### src/rtl/fw_result_drain.sv
// fw_result_drain
// Receives 64-bit result words from the fw core and buffers them in a FIFO.
// Each word is unpacked into W-bit elements tagged with their matrix
// row/column, and the elements are handed to the host over valid/ready.
// Also provides matrix boundary marking, an almost_full throttle for
// upstream, a sticky overflow flag and a count of completed matrices.
module fw_result_drain #(
  parameter int unsigned N         = 8,
  parameter int unsigned W         = 16,
  parameter int unsigned DEPTH     = 32,
  parameter int unsigned AF_MARGIN = 4
) (
  input  logic                 clk,
  input  logic                 reset,
  input  logic [63:0]          inD,
  input  logic                 in_valid,
  output logic [W-1:0]         el_data,
  output logic [$clog2(N)-1:0] el_row,
  output logic [$clog2(N)-1:0] el_col,
  output logic                 el_last,
  output logic                 el_valid,
  input  logic                 el_ready,
  output logic                 almost_full,
  output logic                 overflow,
  output logic [7:0]           matrix_count,
  output logic                 busy
);

  localparam int unsigned LANES = 64 / W;
  localparam int unsigned LW    = $clog2(LANES);
  localparam int unsigned IW    = $clog2(N);
  localparam int unsigned AW    = $clog2(DEPTH);
  localparam int unsigned CW    = AW + 1;

  localparam logic [CW-1:0] C_FULL     = CW'(DEPTH);
  localparam logic [CW-1:0] C_AF       = CW'(DEPTH - AF_MARGIN);
  localparam logic [LW-1:0] C_LANE_END = LW'(LANES - 1);
  localparam logic [IW-1:0] C_IDX_END  = IW'(N - 1);

  // FIFO state
  logic [63:0]   r_mem [DEPTH];
  logic [AW-1:0] r_wr_ptr;
  logic [AW-1:0] r_rd_ptr;
  logic [CW-1:0] r_count;

  // Unpack register
  logic [63:0]   r_word;
  logic [LW-1:0] r_lane;
  logic          r_valid;

  // Element indexing and status
  logic [IW-1:0] r_row;
  logic [IW-1:0] r_col;
  logic [7:0]    r_mcount;
  logic          r_af;
  logic          r_ovf;
  logic          r_busy;

  logic          w_full;
  logic          w_empty;
  logic          w_push;
  logic          w_drop;
  logic          w_xfer;
  logic          w_lane_end;
  logic          w_pop;
  logic          w_valid_nxt;
  logic [CW-1:0] w_count_nxt;
  logic [W-1:0]  w_el_data;

  // Full is judged on pre-edge occupancy, so a write while full is dropped
  // even if the unpack register pops the head on the same edge.
  assign w_full      = (r_count == C_FULL);
  assign w_empty     = (r_count == '0);
  assign w_push      = in_valid && !w_full;
  assign w_drop      = in_valid && w_full;
  assign w_xfer      = r_valid && el_ready;
  assign w_lane_end  = (r_lane == C_LANE_END);
  // Reload when empty, or when the final lane leaves this cycle (no bubble).
  assign w_pop       = !w_empty && (!r_valid || (w_xfer && w_lane_end));
  assign w_count_nxt = r_count + CW'(w_push) - CW'(w_pop);

  // Valid state of the unpack register after this edge
  always_comb begin
    w_valid_nxt = r_valid;
    if (w_pop) begin
      w_valid_nxt = 1'b1;
    end else if (w_xfer && w_lane_end) begin
      w_valid_nxt = 1'b0;
    end
  end

  // Lane select from the held word
  always_comb begin
    w_el_data = '0;
    for (int unsigned l = 0; l < LANES; l++) begin
      if (r_lane == LW'(l)) begin
        w_el_data = r_word[l*W +: W];
      end
    end
  end

  // FIFO storage; contents need no reset because the pointers define validity
  always_ff @(posedge clk) begin
    if (w_push) begin
      r_mem[r_wr_ptr] <= inD;
    end
  end

  // FIFO pointers and occupancy
  always_ff @(posedge clk or negedge reset) begin
    if (!reset) begin
      r_wr_ptr <= '0;
      r_rd_ptr <= '0;
      r_count  <= '0;
    end else begin
      if (w_push) begin
        r_wr_ptr <= r_wr_ptr + AW'(1);
      end
      if (w_pop) begin
        r_rd_ptr <= r_rd_ptr + AW'(1);
      end
      r_count <= w_count_nxt;
    end
  end

  // Unpack register: load a word from the FIFO head, step lanes on transfers
  always_ff @(posedge clk or negedge reset) begin
    if (!reset) begin
      r_word  <= '0;
      r_lane  <= '0;
      r_valid <= 1'b0;
    end else begin
      r_valid <= w_valid_nxt;
      if (w_pop) begin
        r_word <= r_mem[r_rd_ptr];
        r_lane <= '0;
      end else if (w_xfer && !w_lane_end) begin
        r_lane <= r_lane + LW'(1);
      end
    end
  end

  // Row/column indices and matrix counter advance on delivered elements only
  always_ff @(posedge clk or negedge reset) begin
    if (!reset) begin
      r_row    <= '0;
      r_col    <= '0;
      r_mcount <= '0;
    end else if (w_xfer) begin
      if (r_col == C_IDX_END) begin
        r_col <= '0;
        if (r_row == C_IDX_END) begin
          r_row    <= '0;
          r_mcount <= r_mcount + 8'd1;
        end else begin
          r_row <= r_row + IW'(1);
        end
      end else begin
        r_col <= r_col + IW'(1);
      end
    end
  end

  // Status flags registered from post-edge occupancy; overflow is sticky
  always_ff @(posedge clk or negedge reset) begin
    if (!reset) begin
      r_af   <= 1'b0;
      r_ovf  <= 1'b0;
      r_busy <= 1'b0;
    end else begin
      r_af   <= (w_count_nxt >= C_AF);
      r_busy <= (w_count_nxt != '0) || w_valid_nxt;
      if (w_drop) begin
        r_ovf <= 1'b1;
      end
    end
  end

  assign el_data      = w_el_data;
  assign el_row       = r_row;
  assign el_col       = r_col;
  assign el_valid     = r_valid;
  assign el_last      = r_valid && (r_row == C_IDX_END) && (r_col == C_IDX_END);
  assign almost_full  = r_af;
  assign overflow     = r_ovf;
  assign matrix_count = r_mcount;
  assign busy         = r_busy;

endmodule

### config.mk
export PLATFORM = sky130hd
export DESIGN_NAME = fw_result_drain
export DESIGN_NICKNAME = d
export VERILOG_FILES = /design/src/rtl/fw_result_drain.sv
export SDC_FILE = /design/constraint.sdc
export NUM_CORES = 2
export LEC_CHECK = 0
export CAP_MARGIN = 20
export CORE_MARGIN = 5
export CORE_UTILIZATION = 52
export DETAILED_ROUTE_END_ITERATION = 7
export PLACE_DENSITY_LB_ADDON = 0.08
export SYNTH_ARGS = -nofsm -noshare
export SYNTH_HDL_FRONTEND = slang
export SYNTH_SLANG_ARGS = --single-unit
### constraint.sdc
create_clock -name clk -period 6.5 [get_ports clk]
set_clock_uncertainty 0.15 [all_clocks]
set_input_delay 0.65 -clock clk [delete_from_list [all_inputs] [get_ports clk]]
set_output_delay 0.65 -clock clk [all_outputs]
set_load 0.02 [all_outputs]
==> flow_summary.ini <==
[outcome]
run_status = finished, final reports clean

[grt]
globalRouteMet3Util = 0.0534
grtUsageMet2 = 0.394
gr-usage-met1 = 0.382
grt.busiest_layer = met2
pin_count_of_the_biggest_net_entering_global_routing = 115
grt_first_pass_wirelength_mm = 300
grt_antenna_before_repair = 10
grt_overflow = 0
vias_in_the_first_global_route = 41167
grt_total_usage = 0.255

[sta]
timing.final.crit_share = 0.764
maxSlewHeadroom = 0.237
worstMarginPinSlew_ns = 1.15
hold_violations = 0
layout_min_cycle_time_ns = 4.97
fin_worst_hold_slack_ns = 0.212
final.setup.worst_slack_ns = 1.53
total_of_endpoints_with_negative_setup_slack_in_the_final_report = 0
setup_repair_after_global_routing_missed_its_margin = no
finalMaxSlewViolations = 0
finalSetupTns_ns = 0
timing.fmax_ghz = 0.201

[cells_and_area]
fillerInstances = 10886
final_layout_size_suffix_gt1_frac = 0.244
area_delta_synth_final_pct = 14.6
fin_cells = 6220
finish.net_count = 4067

[setup_path]
worstPathArrival_ns = 4.17
reg2reg_depth = 14
crit_type = reg -> out
critical_path.max_fanout = 18
worst_setup_path_end_kind = output pin
critPathRequiredTime_ns = 5.70
worstSetupStartpointType = flip-flop

[cts]
numCtsBuffers = 214
h-tree-depth = 4
cts.repair.resized = 0
clock_latency_ns = 0.82
cts-hold-fix-buffers = 1
postCtsSetupRepairBufs = 0
ctsRootBufferMaster = clkbuf_16
cts-root-to-sink-buffers = 3
worst_setup_hold_path_clk_slew_ns = 0.06
cts_num_sinks = 2148
cts_tree = done

[route]
first_pass_iters = 6
route.detailed.wl_per_inst_um = 33.5
viasPerCell = 6.46
via_count = 40176
routed_wl_mm = 209
detail_route.iter0.violations = 5031
drc = 0
ant_nets = 0

[die]
core-area_sq_um = 156000
floorplan.initialDensity = 0.524
top_level_ports = 103
die_h_um = 407
die_area_sq_um = 165000
die_width_um = 407
core.rowCount = 145

[logic_synthesis]
ys.warnings.count = 0
synth_nets = 3812
number_of_unique_standard_cell_types_used_by_synthesis = 51
syn-cell-area_sq_um = 81800
seq_area_frac_synth = 0.783
synth_flop_cell = edfxtp_1
synth.avg_cell_area_sq_um = 22.0
synth_edf_count = 2048
netlist_instances = 3720
seq_cells_post_synth = 2148
synth-async-reset-ratio = 0.0466

[run]
cap_violations = 0

[pwr]
vdd_drop_max_mv = 0.315
power_per_cell_area_nw_per_um2 = 421
power.static_leakage_nw = 29.8

[place]
placed_wire_length_estimate_after_detailed_placement_mm = 118
dp.cells = 5791
pre_cts_slack_ns = 2.03
gp_congestion = 0.803
placement.io_buffers = 102

[hold_path]
holdCritPathClass = in -> async
==> sequential cells by signal, indices dropped and copies added, names as in the netlist <==
signal	flops
almost_full	1
busy	1
el_col	3
el_row	3
el_valid	1
matrix_count	8
overflow	1
r_count	6
r_lane	2
r_mem	2048
r_rd_ptr	5
r_word	64
r_wr_ptr	5
==> cell usage after synthesis, types with 39 or more instances <==
library cell | n | area (sq um)
a22oi_1 | 141 | 1060
nor2_1 | 85 | 319
clkbuf_1 | 88 | 330
mux2i_1 | 64 | 641
o21ai_0 | 43 | 215
buf_2 | 70 | 350
nand2_1 | 104 | 390
mux4_2 | 482 | 10900
nand3_1 | 39 | 195
o21ai_1 | 40 | 200
edfxtp_1 | 2048 | 61500
o22ai_1 | 92 | 576
dfrtp_1 | 100 | 2500
==> cell type report <==
class	instances	area [sq um]	area share
antenna	4	10.0	0.000107
clock buffer	267	5760	0.0615
clock inverter	132	1240	0.0133
inverter	19	71.3	0.000761
multi-input combinational	1336	16900	0.180
sequential	2148	64000	0.683
tap	2058	2570	0.0275
timing repair buffer	256	3140	0.0335
==> critical path, cell delays in order (launching register included) <==
cell and delay, ns:
dfrtp_1 0.40, inv_1 0.09, ha_1 0.55, nor2b_1 0.52
buf_6 0.25, a22oi_1 0.11, nor2_1 0.15, a21oi_1 0.06
o21ai_0 0.48, clkdlybuf4s50_1 0.72
==> through the flow <==
step	power [mW]	cell area [sq um]	util
global placement	27.3	85900	0.550
global route	41.0	93700	0.600
finish	39.5	93700	0.600
detailed placement	27.5	86100	0.551
CTS	39.7	93100	0.596
floorplan	23.7	81800	-
==> where the power goes <==
group / leakage [nW] / internal [mW] / switching, mW / total [mW]
logic: 6.67 / 4.19 / 5.91 / 10.1
clock network: 3.42 / 7.16 / 5.11 / 12.3
registers: 19.7 / 16.3 / 0.800 / 17.1
==> cell families after synthesis <==
family                     count (synthesis)  synth area share
xor gates and xnor gates                  18           0.00193
AOI/OAI and AO/OA                        449            0.0393
muxes                                    550             0.141
DFF                                     2148             0.783
buffers and inverters                    236            0.0149
and+or+nand+nor                          295            0.0163
adders and majority gates                 24           0.00376
==> final timing paths <==
check | start | end | slack, ns
setup / recovery | r_lane[1] | el_data[4] | 1.53
min in group clk | matrix_count[7] | matrix_count[7] | 0.33
setup reg to reg | r_count[3] | busy | 2.30
max in group asynchronous | reset | r_word[4] | 4.52
hold reg to reg | matrix_count[7] | matrix_count[7] | 0.33
hold / removal | reset | el_row[1] | 0.21
==> per-layer routing <==
| layer | part of all wire | wire length, um |
|---|---|---|
| met1 | 0.42 | 87400 |
| met2 | 0.47 | 98000 |
| met3 | 0.090 | 18700 |
| met4 | 0.022 | 4500 |
| met5 | 0 | 0 |
==> placed cells by master, fill, tap and decap left out, drive strengths merged, types with 5 or more instances in the layout <==
| cell type | synthesis | final |
|---|---|---|
| o22ai | 92 | 92 |
| nor2b | 8 | 8 |
| buf | 128 | 147 |
| o31ai | 31 | 31 |
| and3 | 32 | 32 |
| a22oi | 141 | 141 |
| bufinv | 0 | 23 |
| nor2 | 86 | 86 |
| nand3 | 39 | 39 |
| o21ai | 83 | 83 |
| clkinvlp | 0 | 5 |
| a2111oi | 31 | 31 |
| nand4 | 6 | 6 |
| edfxtp | 2048 | 2048 |
| dfrtp | 100 | 100 |
| ha | 23 | 23 |
| clkdlybuf4s50 | 0 | 101 |
| mux2i | 64 | 64 |
| nand2 | 104 | 104 |
| xnor2 | 14 | 14 |
| a21oi | 23 | 23 |
| inv | 18 | 23 |
| clkbuf | 89 | 274 |
| a22o | 33 | 33 |
| clkinv | 1 | 100 |
| mux4 | 482 | 482 |
| a21o | 6 | 6 |
(Power assumes the default switching activity.)
